$ cat src/rtl/serial_pkg.sv
// rtl/serial_pkg.sv - shared types and helpers for the serial adder datapath
//
// Purpose: FSM state type for the SIPO frame collector and the mapping from
//          frame position to destination bit index.
// Contents:
//   sipo_state_t  IDLE / SHIFT
//   bitpos()      frame position p -> word bit index for the chosen bit order

package serial_pkg;

  typedef enum logic {IDLE, SHIFT} sipo_state_t;

  // LSB-first frames fill the word upward from bit 0; MSB-first frames fill
  // it downward from bit width-1.
  function automatic int unsigned bitpos(input int unsigned p,
                                         input int unsigned width,
                                         input bit          lsb_first);
    return lsb_first ? p : (width - 1 - p);
  endfunction

endpackage

$ cat src/rtl/sipo_out_buf.sv
// rtl/sipo_out_buf.sv - holding buffer with valid/ready handshake and overrun flag
//
// Purpose: holds one assembled frame until the consumer takes it, decides
//          whether a freshly completed frame loads or is dropped.
// Ports:
//   clk, rst         clock, synchronous active-high reset
//   load_req         a frame completes this cycle
//   frame_word       assembled frame {carry, data}
//   clr_ovr          clears the sticky overrun flag
//   out_ready        consumer accepts sum_out when out_valid=1
//   sum_out          held frame
//   out_valid        sum_out holds an unconsumed frame
//   overrun          sticky: a completed frame was dropped

module sipo_out_buf #(
  parameter int WIDTH = 8
) (
  input  logic             clk,
  input  logic             rst,
  input  logic             load_req,
  input  logic [WIDTH:0]   frame_word,
  input  logic             clr_ovr,
  input  logic             out_ready,
  output logic [WIDTH:0]   sum_out,
  output logic             out_valid,
  output logic             overrun
);

  logic accept;
  logic load;
  logic drop;

  // A buffer being drained this cycle counts as free, so a frame completing
  // on the same edge as the accept loads without a bubble.
  always_comb begin
    accept = out_valid && out_ready;
    load   = load_req && (!out_valid || accept);
    drop   = load_req && !load;
  end

  always_ff @(posedge clk) begin
    if (rst) begin
      sum_out   <= '0;
      out_valid <= 1'b0;
      overrun   <= 1'b0;
    end else begin
      if (load) begin
        sum_out <= frame_word;
      end

      if (load) begin
        out_valid <= 1'b1;
      end else if (accept) begin
        out_valid <= 1'b0;
      end

      // A new drop outranks a clear arriving in the same cycle.
      if (drop) begin
        overrun <= 1'b1;
      end else if (clr_ovr) begin
        overrun <= 1'b0;
      end
    end
  end

endmodule

$ cat src/rtl/sipo_frame_deserializer.sv
// rtl/sipo_frame_deserializer.sv - serial-in/parallel-out frame collector for the serial adder
//
// Purpose: shifts WIDTH serial sum bits plus the final carry into a
//          (WIDTH+1)-bit word and hands it to a valid/ready holding buffer.
// Ports:
//   clk, rst         clock, synchronous active-high reset
//   serial_in, en    serial data bit and its qualifier
//   start            with en=1, marks serial_in as bit 0 of a new frame
//   carry_in         adder carry, sampled with the last bit of a frame
//   clr_ovr          clears the overrun flag
//   sum_out          held result: [WIDTH] carry, [WIDTH-1:0] data
//   out_valid        sum_out holds an unconsumed frame
//   out_ready        consumer accepts sum_out
//   overrun          sticky: a completed frame was dropped
//   busy             frame in progress

module sipo_frame_deserializer #(
  parameter int WIDTH     = 8,
  parameter bit LSB_FIRST = 1'b1
) (
  input  logic             clk,
  input  logic             rst,
  input  logic             serial_in,
  input  logic             en,
  input  logic             start,
  input  logic             carry_in,
  input  logic             clr_ovr,
  output logic [WIDTH:0]   sum_out,
  output logic             out_valid,
  input  logic             out_ready,
  output logic             overrun,
  output logic             busy
);

  import serial_pkg::*;

  localparam int              CW       = $clog2(WIDTH);
  localparam logic [CW-1:0]   LAST_POS = CW'(WIDTH - 1);

  sipo_state_t        state;
  logic [CW-1:0]      cnt;
  logic [WIDTH-1:0]   shreg;

  logic [CW-1:0]      wr_pos;
  logic [CW-1:0]      wr_idx;
  logic [WIDTH-1:0]   frame_data;
  logic               frame_done;

  // frame_data is the shift register with the current bit already merged in;
  // it is both the next shift register value and, on the last bit, the
  // completed data handed to the buffer in the same cycle.
  always_comb begin
    wr_pos     = (start || state == IDLE) ? '0 : cnt;
    wr_idx     = CW'(bitpos(int'(wr_pos), WIDTH, LSB_FIRST));
    frame_data = shreg;
    frame_data[wr_idx] = serial_in;
    frame_done = en && !start && (state == SHIFT) && (cnt == LAST_POS);
  end

  always_ff @(posedge clk) begin
    if (rst) begin
      state <= IDLE;
      cnt   <= '0;
      shreg <= '0;
    end else if (en) begin
      if (start) begin
        // Start in SHIFT aborts the partial frame silently.
        shreg <= frame_data;
        cnt   <= CW'(1);
        state <= SHIFT;
      end else if (state == SHIFT) begin
        shreg <= frame_data;
        if (cnt == LAST_POS) begin
          cnt   <= '0;
          state <= IDLE;
        end else begin
          cnt <= cnt + 1'b1;
        end
      end
    end
  end

  assign busy = (state == SHIFT);

  sipo_out_buf #(
    .WIDTH (WIDTH)
  ) u_out_buf (
    .clk        (clk),
    .rst        (rst),
    .load_req   (frame_done),
    .frame_word ({carry_in, frame_data}),
    .clr_ovr    (clr_ovr),
    .out_ready  (out_ready),
    .sum_out    (sum_out),
    .out_valid  (out_valid),
    .overrun    (overrun)
  );

endmodule

$ cat config.mk
export PLATFORM = sky130hd
export DESIGN_NAME = sipo_frame_deserializer
export DESIGN_NICKNAME = d
export VERILOG_FILES = /design/src/rtl/serial_pkg.sv /design/src/rtl/sipo_out_buf.sv /design/src/rtl/sipo_frame_deserializer.sv
export SDC_FILE = /design/constraint.sdc
export NUM_CORES = 1
export LEC_CHECK = 0
export ABC_AREA = 1
export CAP_MARGIN = 20
export CELL_PAD_IN_SITES_DETAIL_PLACEMENT = 0
export CELL_PAD_IN_SITES_GLOBAL_PLACEMENT = 1
export CORE_ASPECT_RATIO = 1.5
export CORE_UTILIZATION = 36
export DETAILED_ROUTE_END_ITERATION = 10
export GPL_ROUTABILITY_DRIVEN = 0
export GPL_TIMING_DRIVEN = 0
export MAX_ROUTING_LAYER = met4
export PLACE_DENSITY = 0.81
export SETUP_SLACK_MARGIN = 0.05
export SLEW_MARGIN = 10
export SYNTH_ARGS = -nofsm -noshare
export SYNTH_HDL_FRONTEND = slang
export SYNTH_SLANG_ARGS = --single-unit
$ cat constraint.sdc
create_clock -name clk -period 1.55 [get_ports clk]
set_input_delay 0.465 -clock clk [delete_from_list [all_inputs] [get_ports clk]]
set_output_delay 0.465 -clock clk [all_outputs]
set_load 0.01 [all_outputs]
# Yosys cells after proc, flatten, opt, wreduce, memory -nomap -nowiden
# Index checks and enable logic that the tools add are counted.
dict set report op_classes {
  n_reduce_logical 16
  n_addsub 1
  bitwise 1
  eq_ne 1
  muxes 16
  shifts 0
  mul 0
  n_div 0
  magnitude_cmp 2
}
# op n
set ops {}
lappend ops {{$mux 8} 2}
lappend ops {{$mux 3} 4}
lappend ops {{$bwmux 8} 1}
lappend ops {{$mux 1} 8}
lappend ops {{$logic_and 1x1->1} 7}
lappend ops {{$reduce_bool 2->1} 3}
lappend ops {{$lt 3x4->1 const B} 1}
lappend ops {{$add 3x1->3 const B} 1}
lappend ops {{$demux 1 s3} 1}
lappend ops {{$eq 3x3->1 const B} 1}
lappend ops {{$ge 3x1->1 const B} 1}
lappend ops {{$logic_not 1->1} 3}
lappend ops {{$logic_or 1x1->1} 2}
lappend ops {{$reduce_and 2->1} 1}
lappend ops {{$not 1->1} 1}
dict set report word_totals {
  mem_bits_ro 0
  ff_bits 23
  ramBits 0
  latch_bits 0
  output_inout_bits 12
  memories 0
}

# Logic depth before layout (Yosys ltp)
dict set report depth {
  ltp_word 10
  depth_mapped 8
  ltp_nobuf 7
}

# By module
# A second synthesis with hierarchy kept.
dict set report unflattened {
  cells_unflattened 192
  hier_area_um2 1301.2
}
# module area_each_um2 n_inst cells_each
set modules_own_cells {}
lappend modules_own_cells {sipo_frame_deserializer 783.3 1 124}
lappend modules_own_cells {sipo_out_buf 518.0 1 68}

# Least setup slack after synthesis
# OpenSTA, ideal clock, no wires.
dict set report synth_path {
  path_kind {in2reg}
  start {input rst}
  end {register u_out_buf.sum_out[5]}
  setup_slack_ns 0.314
  path_buffers 2
  setup_time_ns 0.109
  stages 5
  required_time_ns 1.441
  t_arrival_ns 1.127
  cell_sequence {clkbuf_1 clkbuf_1 a21oi_2 nand2_1 inv_1}
}
# item line_no
set synth_lines {}
lappend synth_lines {{start: declaration} sipo_frame_deserializer.sv:22} ;# input logic rst,
lappend synth_lines {{end signal: assignment} sipo_out_buf.sv:48} ;# sum_out <= frame_word;
lappend synth_lines {{end: declaration} sipo_out_buf.sv:24} ;# output logic [WIDTH:0] sum_out,

# Final worst setup path
dict set report layout_path {
  start {register state, in the netlist busy}
  end {output busy}
}
# item line_no
set layout_lines {}
lappend layout_lines {{start: declaration} sipo_frame_deserializer.sv:40} ;# sipo_state_t state;
lappend layout_lines {{start signal: assignment} sipo_frame_deserializer.sv:62} ;# state <= IDLE;
lappend layout_lines {{start signal: assignment} sipo_frame_deserializer.sv:70} ;# state <= SHIFT;
lappend layout_lines {{start signal: assignment} sipo_frame_deserializer.sv:75} ;# state <= IDLE;
lappend layout_lines {{end: declaration} sipo_frame_deserializer.sv:32} ;# output logic busy
# No word-level cell between the ends.

==> flow_summary.ini <==
[logic_synthesis]
synth_nets = 192
ys_warn_count = 0
syn-cell-area_sq_um = 1210
yosysUniqueCellTypes = 18
ys_seq_area_share_pct = 38.0
synthFlopType = dfxtp_1
syn_inst = 182
ys_ff_latch = 23
synth.avg_cell_area_sq_um = 6.66
synth_edf_count = 0
synth-async-reset-ratio_pct = 0

[layout]
stdcell_count = 243
syn_to_final_growth_pct = 22.4
fillers = 357
nets = 214
antenna_cells = 0
drive_gt1_share_pct = 9.85

[cts]
clockBufferDepth = 2
cts_tree = done
cts-buffers-inserted = 3
cts_hold_buf = 0
cts_resized = 17
htreeDepth = 1
cts_setup_buffers = 0
clock-sinks = 23
clk-insertion-delay-late_ns = 0.27
clk_pin_slew_worst_paths_ns = 0.08
cts-root-buf = clkbuf_8

[global_routing]
grt_pass1_wl_mm = 4.76
grt_max_degree = 14
grt.total_usage_pct = 17.5
grt_pass1_vias = 1165
antenna_found_initial = 0
grt.overflow.total = 0

[sta]
fin_setup_tns_ns = 0
whs_ns = 0.465
setup_viol = 0
fmax_mhz = 718
clock_skew_ns = 0.00117
finalWorstSetupSlack_ns = 0.157
finalMaxSlewViolations = 0
hold_viol = 0
tightest_slew_ns = 0.522
finalCriticalPeriod_ns = 1.39
rsz0062_at_grt = false
maxSlewHeadroom_pct = 65.2
period_share_pct = 89.8

[setup_path]
cp.required_ns = 1.08
critPathMaxStageDelay_ns = 0.39
critPathSlowestCell = dfxtp_4
start_kind = register
arrival_ns = 0.93
cp_num_buf_inv = 1
crit_chain = dlygate4sd2_1
critPathTopFamily = flip-flops
end_kind = output port
critPathMaxFanout = 7
crit_type = reg2out

[power_and_ir_drop]
power_density_nw_per_um2 = 766
power_leakage_nw = 0.780
peakVddDrop_uv = 509

[floorplan]
core_sq_um = 3190
dieWidth_um = 49.4
die_area_sq_um = 3610
die_y_um = 73.1
num_rows = 25
ios = 20
initial_core_util_pct = 38.0

[placement]
placed_cells = 239
place_ws_ns = -0.353
dp_hpwl_mm = 2.09
portBuffers = 17

[detailed_routing]
vias_per_cell = 4.92
drt-initial-drc-count = 34
dr_total_vias = 1195
wl_mm = 2.83
post_drt_wl_per_cell_um = 11.6
dr.pass1.iters = 4
drc = 0
postRouteAntennaNets = 0

[hold_path]
hp-class = reg2reg

[outcome]
status = completed

[run]
drv_cap = 0
## stage by stage
step / power (W) / instance area, sq um / utilization, %
2_1_floorplan: 0.000726 / 1210 / -
3_3_place_gp: 0.000766 / 1430 / 44.9
3_5_place_dp: 0.000770 / 1430 / 44.9
4_1_cts: 0.00115 / 1470 / 46.1
5_1_grt: 0.00119 / 1480 / 46.5
6_report: 0.00114 / 1480 / 46.5
## where the power goes
part           internal [W]  switching [W]  total, W  leakage [nW]
logic             0.0000485      0.0000840  0.000133         0.567
clock network      0.000180       0.000201  0.000381        0.0255
registers          0.000611      0.0000125  0.000624         0.188
## sequential cells by signal, summed over array words and instances, names as in the netlist
signal and count:
busy 1, cnt 3, shreg 8, u_out_buf.out_valid 1, u_out_buf.overrun 1, u_out_buf.sum_out 9
## path summary, 6_finish.rpt
check / depth (start not counted) / slack, ns / to / startpoint
hold reg to reg: 2 / 0.47 / u_out_buf.overrun / u_out_buf.overrun
setup / recovery: 1 / 0.16 / busy / busy
hold / removal: 2 / 0.47 / u_out_buf.overrun / u_out_buf.overrun
setup reg to reg: 7 / 0.18 / u_out_buf.sum_out[7] / cnt[0]
## synth_stat cells, types with 2 or more instances
| cell type | n | share of area [%] |
|---|---|---|
| a21oi_1 | 12 | 5.0 |
| a21oi_2 | 3 | 2.2 |
| buf_2 | 3 | 1.2 |
| buf_4 | 2 | 1.2 |
| clkbuf_1 | 3 | 0.93 |
| dfxtp_1 | 23 | 38 |
| ha_1 | 2 | 2.1 |
| inv_1 | 42 | 13 |
| inv_2 | 2 | 0.62 |
| nand2_1 | 35 | 11 |
| nand3_1 | 30 | 12 |
| nand4_1 | 8 | 4.1 |
| nor2_1 | 3 | 0.93 |
| o21ai_0 | 10 | 4.1 |
## worst min-delay path, cell delays in order, from the launching register on
cell and delay [ns]:
dfxtp_1 0.31, nand2_1 0.06, a21oi_1 0.05
## per-layer routing
layer	share of wire, %	global-route usage (%)
met3	2.7	2.29
met2	51	33.0
met4	4.0	10.2
met5	0	-
met1	42	16.9
## cells in the final DEF, fill, tap and decap left out
master	n
a21oi_1	12
a21oi_2	3
buf_2	3
buf_4	2
buf_6	1
clkbuf_1	3
clkbuf_8	3
clkdlybuf4s50_1	3
clkinv_2	1
dfxtp_1	22
dfxtp_4	1
dlygate4sd2_1	14
ha_1	2
inv_1	42
inv_2	1
inv_4	1
nand2_1	34
nand2_2	1
nand2_4	1
nand3_1	30
nand4_1	8
nand4_4	1
nor2_1	3
nor2_4	1
o21ai_0	10
## cells by family (layout without fill, tap and decap cells)
family                     after synthesis  after routing  share of synthesized area (%)
AOI/OAI and AO/OA                       25             25                           11.2
adders and majority gates                2              2                           2.06
buffers and inverters                   53             74                           18.0
DFF                                     23             23                           38.0
and+or+nand+nor                         79             79                           30.8
## area by class of cell
class | count | area [sq um] | share of cell area (%)
Buffer | 9 | 52.6 | 3.54
Inverter | 44 | 168 | 11.3
Clock buffer | 3 | 41.3 | 2.78
Sequential cell | 23 | 464 | 31.3
Multi-Input combinational cell | 106 | 551 | 37.1
Tap cell | 40 | 50.0 | 3.37
Timing Repair Buffer | 17 | 153 | 10.3
Clock inverter | 1 | 5.00 | 0.337
Note: power is estimated with default switching activity, not from simulation.
